## src/rtl/alu_share_arbiter.sv

```systemverilog
// Round-robin front end that lets two requesters share one 16-bit ALU.
// Operands are registered and held for the op's execute time. The result is then returned under a valid/ready handshake.
module alu_share_arbiter #(
  parameter int unsigned MUL_CYCLES = 2
) (
  input  logic        clk,
  input  logic        reset,
  input  logic        req0_valid,
  output logic        req0_ready,
  input  logic [2:0]  req0_op,
  input  logic [15:0] req0_a,
  input  logic [15:0] req0_b,
  input  logic        req1_valid,
  output logic        req1_ready,
  input  logic [2:0]  req1_op,
  input  logic [15:0] req1_a,
  input  logic [15:0] req1_b,
  output logic [15:0] alu_in1,
  output logic [15:0] alu_in2,
  output logic [2:0]  alu_control,
  input  logic [15:0] alu_res,
  input  logic        zero,
  output logic        rsp_valid,
  input  logic        rsp_ready,
  output logic        rsp_id,
  output logic [15:0] rsp_res,
  output logic        rsp_zero,
  output logic        busy
);

  typedef enum logic [1:0] {
    IDLE = 2'd0,
    EXEC = 2'd1,
    RESP = 2'd2
  } state_t;

  localparam logic [2:0] OP_MUL   = 3'b101;
  localparam logic [3:0] MUL_LOAD = 4'(MUL_CYCLES - 1);

  state_t      state_q, state_d;
  logic        last_grant_q, last_grant_d;
  logic [3:0]  cnt_q, cnt_d;
  logic [15:0] alu_in1_q, alu_in1_d;
  logic [15:0] alu_in2_q, alu_in2_d;
  logic [2:0]  alu_control_q, alu_control_d;
  logic        rsp_valid_q, rsp_valid_d;
  logic        rsp_id_q, rsp_id_d;
  logic [15:0] rsp_res_q, rsp_res_d;
  logic        rsp_zero_q, rsp_zero_d;

  logic        grant;
  logic        accept;
  logic [2:0]  sel_op;
  logic [15:0] sel_a;
  logic [15:0] sel_b;

  // On a conflict, the port that did not win last time gets the grant.
  always_comb begin
    grant = 1'b0;
    if (req0_valid && req1_valid) begin
      grant = ~last_grant_q;
    end else if (req1_valid) begin
      grant = 1'b1;
    end
  end

  assign accept     = (state_q == IDLE) && (req0_valid || req1_valid);
  assign req0_ready = accept && !grant;
  assign req1_ready = accept && grant;

  assign sel_op = grant ? req1_op : req0_op;
  assign sel_a  = grant ? req1_a  : req0_a;
  assign sel_b  = grant ? req1_b  : req0_b;

  always_comb begin
    state_d       = state_q;
    last_grant_d  = last_grant_q;
    cnt_d         = cnt_q;
    alu_in1_d     = alu_in1_q;
    alu_in2_d     = alu_in2_q;
    alu_control_d = alu_control_q;
    rsp_valid_d   = rsp_valid_q;
    rsp_id_d      = rsp_id_q;
    rsp_res_d     = rsp_res_q;
    rsp_zero_d    = rsp_zero_q;

    case (state_q)
      IDLE: begin
        if (accept) begin
          alu_in1_d     = sel_a;
          alu_in2_d     = sel_b;
          alu_control_d = sel_op;
          rsp_id_d      = grant;
          last_grant_d  = grant;
          cnt_d         = (sel_op == OP_MUL) ? MUL_LOAD : 4'd0;
          state_d       = EXEC;
        end
      end
      EXEC: begin
        if (cnt_q != 4'd0) begin
          cnt_d = cnt_q - 4'd1;
        end else begin
          rsp_res_d   = alu_res;
          rsp_zero_d  = zero;
          rsp_valid_d = 1'b1;
          state_d     = RESP;
        end
      end
      RESP: begin
        if (rsp_ready) begin
          rsp_valid_d = 1'b0;
          state_d     = IDLE;
        end
      end
      default: begin
        state_d = IDLE;
      end
    endcase
  end

  // last_grant resets to 1 so that port 0 wins the first conflict.
  always_ff @(posedge clk or posedge reset) begin
    if (reset) begin
      state_q       <= IDLE;
      last_grant_q  <= 1'b1;
      cnt_q         <= 4'd0;
      alu_in1_q     <= 16'd0;
      alu_in2_q     <= 16'd0;
      alu_control_q <= 3'b000;
      rsp_valid_q   <= 1'b0;
      rsp_id_q      <= 1'b0;
      rsp_res_q     <= 16'd0;
      rsp_zero_q    <= 1'b0;
    end else begin
      state_q       <= state_d;
      last_grant_q  <= last_grant_d;
      cnt_q         <= cnt_d;
      alu_in1_q     <= alu_in1_d;
      alu_in2_q     <= alu_in2_d;
      alu_control_q <= alu_control_d;
      rsp_valid_q   <= rsp_valid_d;
      rsp_id_q      <= rsp_id_d;
      rsp_res_q     <= rsp_res_d;
      rsp_zero_q    <= rsp_zero_d;
    end
  end

  assign alu_in1     = alu_in1_q;
  assign alu_in2     = alu_in2_q;
  assign alu_control = alu_control_q;
  assign rsp_valid   = rsp_valid_q;
  assign rsp_id      = rsp_id_q;
  assign rsp_res     = rsp_res_q;
  assign rsp_zero    = rsp_zero_q;
  assign busy        = (state_q != IDLE);

endmodule

```

## config.mk

```make
export PLATFORM = sky130hd
export DESIGN_NAME = alu_share_arbiter
export DESIGN_NICKNAME = d
export VERILOG_FILES = /design/src/rtl/alu_share_arbiter.sv
export SDC_FILE = /design/constraint.sdc
export NUM_CORES = 1
export LEC_CHECK = 0
export ABC_CLOCK_PERIOD_IN_PS = 1660
export BUFFER_PORTS_ARGS = -buffer_cell sky130_fd_sc_hd__buf_2
export CAP_MARGIN = 30
export CORE_MARGIN = 3
export CORE_UTILIZATION = 30
export DETAILED_ROUTE_END_ITERATION = 16
export SLEW_MARGIN = 5
export SYNTH_ARGS = -nofsm -noshare
export SYNTH_HDL_FRONTEND = slang
export SYNTH_SLANG_ARGS = --single-unit
```

## constraint.sdc

```tcl
create_clock -name clk -period 1.66 [get_ports clk]
set_clock_uncertainty 0.05 [all_clocks]
set_input_delay 0.166 -clock clk [delete_from_list [all_inputs] [get_ports clk]]
set_output_delay 0.166 -clock clk [all_outputs]
set_load 0.03 [all_outputs]
```

==> results of run 1 <==
## registers in the layout (all words and copies together), names as in the netlist, 2 cells and up
name / cells
alu_control: 3
alu_in1: 16
alu_in2: 16
cnt_q: 4
rsp_res: 16
state_q: 2
## what timing repair did
item | in CTS | in global routing
gates resized for setup | 11 | 11
endpoints found under the setup margin | 20 | 51
hold buffers | 38 | 0
pin swaps | 1 | 3
endpoints found under the hold margin | 51 | 0
gates cloned | 1 | 2
buffers inserted | 4 | 5
## synth_stat cells, types with 2 or more instances
cell,number
a21o_1,35
o21ai_0,3
nor2_1,9
mux2_1,9
clkbuf_1,3
mux2i_1,6
buf_2,4
o31ai_1,2
nor3_1,2
a22o_1,32
ha_1,2
inv_1,6
buf_6,5
dfrtp_1,60
nand2_1,7
mux2_4,8
## through the flow
stage	TNS (ps)	util
finish	0	0.504
global route	-345	0.504
CTS	0	0.490
detailed placement	-154	0.415
global placement	0	0.415
floorplan	0	-
## routing by layer
layer	global-route usage	wire length (um)	up-vias	share of wire
met1	0.180	3260	1138	0.42
met3	0.0365	652	11	0.083
met5	0	0	-	0
met2	0.247	3800	133	0.48
li1	-	-	1170	-
met4	0.0624	125	0	0.016
## final cells by class
type | instances | area (sq um)
repair buffers | 209 | 1410
clock buffers | 13 | 179
inverters | 6 | 26.3
flip-flops and latches | 61 | 1530
multi-input cells | 129 | 1140
well taps | 108 | 135
clock inverters | 1 | 5.00
fillers | 774 | 4340
## kinds of logic (layout without fill, tap and decap cells)
kind of cell / Yosys count / count (layout) / share of synthesized area
compound gates: 76 / 76 / 0.225
flops: 61 / 61 / 0.562
simple gates: 28 / 28 / 0.0516
mux: 23 / 23 / 0.104
buf+inv: 19 / 229 / 0.0479
fa+ha+maj: 2 / 2 / 0.00921
## power by group through the flow
stage | Sequential [W] | Clock, W | Combinational, W
after floorplan | 0.00395 | 0 | 0.00202
after detailed placement | 0.00266 | 0 | 0.00460
after CTS | 0.00267 | 0.00125 | 0.00484
after global placement | 0.00265 | 0 | 0.00453
after global routing | 0.00277 | 0.00132 | 0.00550
final | 0.00268 | 0.00118 | 0.00514
## final timing paths
| path | endpoint | depth (start not counted) |
|---|---|---|
| min in group asynchronous | rsp_res[4] | 3 |
| max in group asynchronous | last_grant_q | 4 |
| worst min register to register | rsp_id | 1 |
| worst max register to register | rsp_res[4] | 6 |
| worst min-delay path | alu_in2[11] | 2 |
| worst max-delay path | rsp_res[4] | 6 |
==> impl_metrics.yaml, run 1 <==
yosys:
  ys.warnings.count: 0
  ys_types: 32
  async_reset_ff_frac: 1.00
  avgSynthCellArea_sq_um: 13.0
  synth-seq-area-share: 0.562
  synth_nets: 303
  syn_inst: 209
  synth_edf_count: 0
  ys.flop_type: "dfrtp_1"
  syn_area_sq_um: 2720
  synth_top_area_cell: "dfrtp_1"
  ys_ff_latch: 61
  netlist.area_leader.share: 0.553
  synth_top_cells_by_area: "dfrtp_1, a22o_1, a21o_1"
placement:
  place_ws_ps: -25.1
  place_congestion: 0.762
  post_dp_cell_area_sq_um: 3640
  dp_hpwl_mm: 5.38
  io_buffers: 148
  dp.cells: 463
floorplanning:
  coreArea_sq_um: 8760
  io_pins: 149
  dieArea_sq_um: 10200
  chipWidth_um: 101
  fp.dieH_um: 101
  row_count: 34
  start_util: 0.310
power_and_ir_drop:
  power_w: 0.00901
  clkPwrFrac: 0.132
  power.density_nw_per_um2: 2040
  p_sw_frac: 0.417
  power.switching_w: 0.00375
  power.internal_w: 0.00525
  p_leak_nw: 2.41
  power_frac_comb: 0.571
  ir_worst_vdd_mv: 1.04
  seqPwrFrac: 0.298
routing:
  drc: 0
  antenna_left: 0
  firstDrtPassIters: 4
  num_vias: 2452
  wl_per_cell_um: 14.9
  viasPerCell: 4.65
  drt_wl_total_mm: 7.84
  drt-initial-drc-count: 55
global_routing:
  first_global_vias: 2499
  grt_overflow: 0
  grt_pass1_wl_mm: 11.9
  grt_max_degree: 33
  track_usage: 0.147
  antenna_found_initial: 0
setup_path:
  cp_max_fo: 5
  start_kind: "register"
  cp-startpoint: "cnt_q[1]"
  cp.arrival_ps: 1790
  worst_path_largest_cell_delay_ps: 380
  endpoint_kind: "register"
  crit_slowest_cell: "dfrtp_1"
  r2r-start: "cnt_q[1]"
  crit_buf_inv: 2
  worstSetupPathType: "reg -> reg"
  cp_top_family: "simple AND/OR/NAND/NOR gates"
  required_ps: 1810
  crit_chain: "inv_2 -> ha_4 -> nor2b_4 -> and3_4 -> clkbuf_16 -> mux2_4"
  ff2ff_setup_slack_ps: 10
clock_tree:
  cts_buffer_depth: 2
  path_clk_slew_ps: 60
  cts_tree: "done"
  cts_num_sinks: 61
  h-tree-depth: 3
  cts_buffers: 9
  clk_latency_ps: 310
  cts_root_buf: "clkbuf_8"
finish:
  final_cell_mix: "buf_2, dfrtp_1, dlygate4sd3_1, a21o_1, a22o_1"
  nNetsFinal: 510
  drive_gt1_frac: 0.516
  design_area_sq_um: 4420
  final_common_cell: "buf_2"
  synthToLayoutAreaGrowth_pct: 62.7
  diodes: 0
  final_cells: 527
sta:
  tightest_slew_ps: 390
  rsz0062_at_grt: "yes"
  max-slew-margin-rel: 0.739
  fin_ws_ps: 14.6
  period_share: 0.991
  whs_ps: 20.1
  hold_viol: 0
  fmax_mhz: 608
  final-max-slew-violation-count: 0
  period_needed_ps: 1650
  final-setup-viol-count: 0
min_path:
  hold_start: "req0_b[11]"
  min_path_type: "in -> reg"
run_status:
  outcome: "completed"
job:
  cap_violations: 0
Note: power is estimated with default switching activity, not from simulation.
==> run 2: changes to the inputs <==
--- a/config.mk
+++ b/config.mk
@@ -5,7 +5,7 @@
 export SDC_FILE = /design/constraint.sdc
 export NUM_CORES = 1
 export LEC_CHECK = 0
-export ABC_CLOCK_PERIOD_IN_PS = 1660
+export ABC_CLOCK_PERIOD_IN_PS = 2100
 export BUFFER_PORTS_ARGS = -buffer_cell sky130_fd_sc_hd__buf_2
 export CAP_MARGIN = 30
 export CORE_MARGIN = 3
==> constraint.sdc (replaced) <==
create_clock -name clk -period 2.1 [get_ports clk]
set_clock_uncertainty 0.05 [all_clocks]
set_input_delay 0.21 -clock clk [delete_from_list [all_inputs] [get_ports clk]]
set_output_delay 0.21 -clock clk [all_outputs]
set_load 0.03 [all_outputs]
==> impl_metrics.yaml, run 2 (same netlist as run 1, synthesis figures left out) <==
run_status:
  outcome: "completed"
min_path:
  min_path_type: "in -> reg"
sta:
  rsz0062_at_grt: "no"
  final-setup-viol-count: 0
  tns_ps: 0
  period_share: 0.918
  max-slew-margin-rel: 0.639
  final-max-slew-violation-count: 0
  fin_ws_ps: 172
  tightest_slew_ps: 540
  period_needed_ps: 1930
  fmax_mhz: 519
  hold_viol: 0
finish:
  nNetsFinal: 458
  final_common_cell: "buf_2"
  n_fill_cell: 859
  synthToLayoutAreaGrowth_pct: 39.9
  diodes: 0
  final_cell_mix: "buf_2, dfrtp_1, a21o_1, a22o_1, clkbuf_8"
  drive_gt1_frac: 0.501
power_and_ir_drop:
  power_frac_comb: 0.531
  seqPwrFrac: 0.315
  clkPwrFrac: 0.154
  power.switching_w: 0.00286
  ir_worst_vdd_mv: 0.637
  power.internal_w: 0.00379
  p_leak_nw: 2.12
  power.density_nw_per_um2: 1750
  p_sw_frac: 0.430
clock_tree:
  cts_tree: "done"
  cts_num_sinks: 61
  cts_buffer_depth: 2
  clk_latency_ps: 330
  h-tree-depth: 3
  path_clk_slew_ps: 70
  cts_root_buf: "clkbuf_8"
  postCtsSetupBuffers: 0
  cts_buffers: 9
placement:
  io_buffers: 148
  place_ws_ps: 339
  dp_hpwl_mm: 5.24
  place_congestion: 0.724
setup_path:
  start_kind: "register"
  worstSetupPathType: "reg -> out"
  endpoint_kind: "output pin"
  cp.arrival_ps: 1670
  cp_max_fo: 27
  required_ps: 1840
floorplanning:
  start_util: 0.310
  dieArea_sq_um: 10200
  fp.dieH_um: 101
  row_count: 34
  chipWidth_um: 101
  io_pins: 149
  coreArea_sq_um: 8760
job:
  cap_violations: 0
routing:
  firstDrtPassIters: 4
  wl_per_cell_um: 14.7
  viasPerCell: 4.72
  num_vias: 2252
  drt-initial-drc-count: 51
  drt_wl_total_mm: 7.01
  antenna_left: 0
  drc: 0
global_routing:
  grt_max_degree: 38
  antenna_found_initial: 0
  track_usage: 0.136
  grt_pass1_wl_mm: 10.8
  grt_overflow: 0
  first_global_vias: 2258
run 2: changes by cell type in the layout (fill, tap and decap cells not counted), sizes merged:
cell,previous run,this run
inv,5,6
buf,169,156
dlygate4sd3,38,1
clkinvlp,1,2
bufinv,0,1
clkinv,1,0
clkbuf,15,13
run 2: final timing paths:
kind | end | slack (ps) | cells past startpoint | start
max | req1_ready | 170 | 3 | last_grant_q
min | alu_in1[11] | 30 | 2 | req0_a[11]
max reg2reg | rsp_res[15] | 330 | 6 | cnt_q[0]
min reg2reg | alu_control[0] | 420 | 2 | alu_control[0]
max in group asynchronous | last_grant_q | 900 | 4 | reset
min in group asynchronous | alu_in1[1] | 440 | 3 | reset
run 2: area by class of cell:
cell class	instances	area [sq um]	area share
timing repair buffer	157	848	0.223
sequential	61	1530	0.402
clock buffer	13	149	0.0392
tap	108	135	0.0356
inverter	6	22.5	0.00593
multi-input combinational	129	1070	0.282
clock inverter	3	45.0	0.0119
run 2: through the flow:
stage | utilization | hold slack, ps | instances | instance area, sq um | total power [W]
after detailed placement | 0.410 | 248 | 460 | 3590 | 0.00569
after global routing | 0.434 | 9.80 | 477 | 3800 | 0.00709
final | 0.434 | 26.6 | 477 | 3800 | 0.00665
after floorplan | - | 276 | 209 | 2720 | 0.00470
after global placement | 0.410 | 244 | 460 | 3590 | 0.00563
after CTS | 0.433 | 5.77 | 477 | 3800 | 0.00675
run 2: power by group through the flow:
| stage | clock [W] | combinational [W] | sequential (W) |
|---|---|---|---|
| finish | 0.00102 | 0.00353 | 0.00209 |
| global route | 0.00111 | 0.00380 | 0.00217 |
| global placement | 0 | 0.00353 | 0.00211 |
| detailed placement | 0 | 0.00358 | 0.00211 |
| floorplan | 0 | 0.00158 | 0.00312 |
| CTS | 0.00107 | 0.00358 | 0.00210 |
run 2: worst max-delay path, cell delays in order (launching register included):
cell and delay, ps:
dfstp_2 380, a21boi_4 280, and2_4 410, buf_2 270
run 2: timing repair:
action                                  CTS  global route
hold endpoints to repair                 24             0
endpoints found under the setup margin    0             2
gates resized for setup                   0             1
hold buffers                              1             0
run 2: routing by layer:
layer  vias to the layer above  GRT usage  share of wire
met2                        91      0.232           0.48
met4                         0     0.0389          0.012
li1                       1069          -              -
met5                         -          0              0
met3                         9     0.0482          0.089
met1                      1083      0.162           0.42
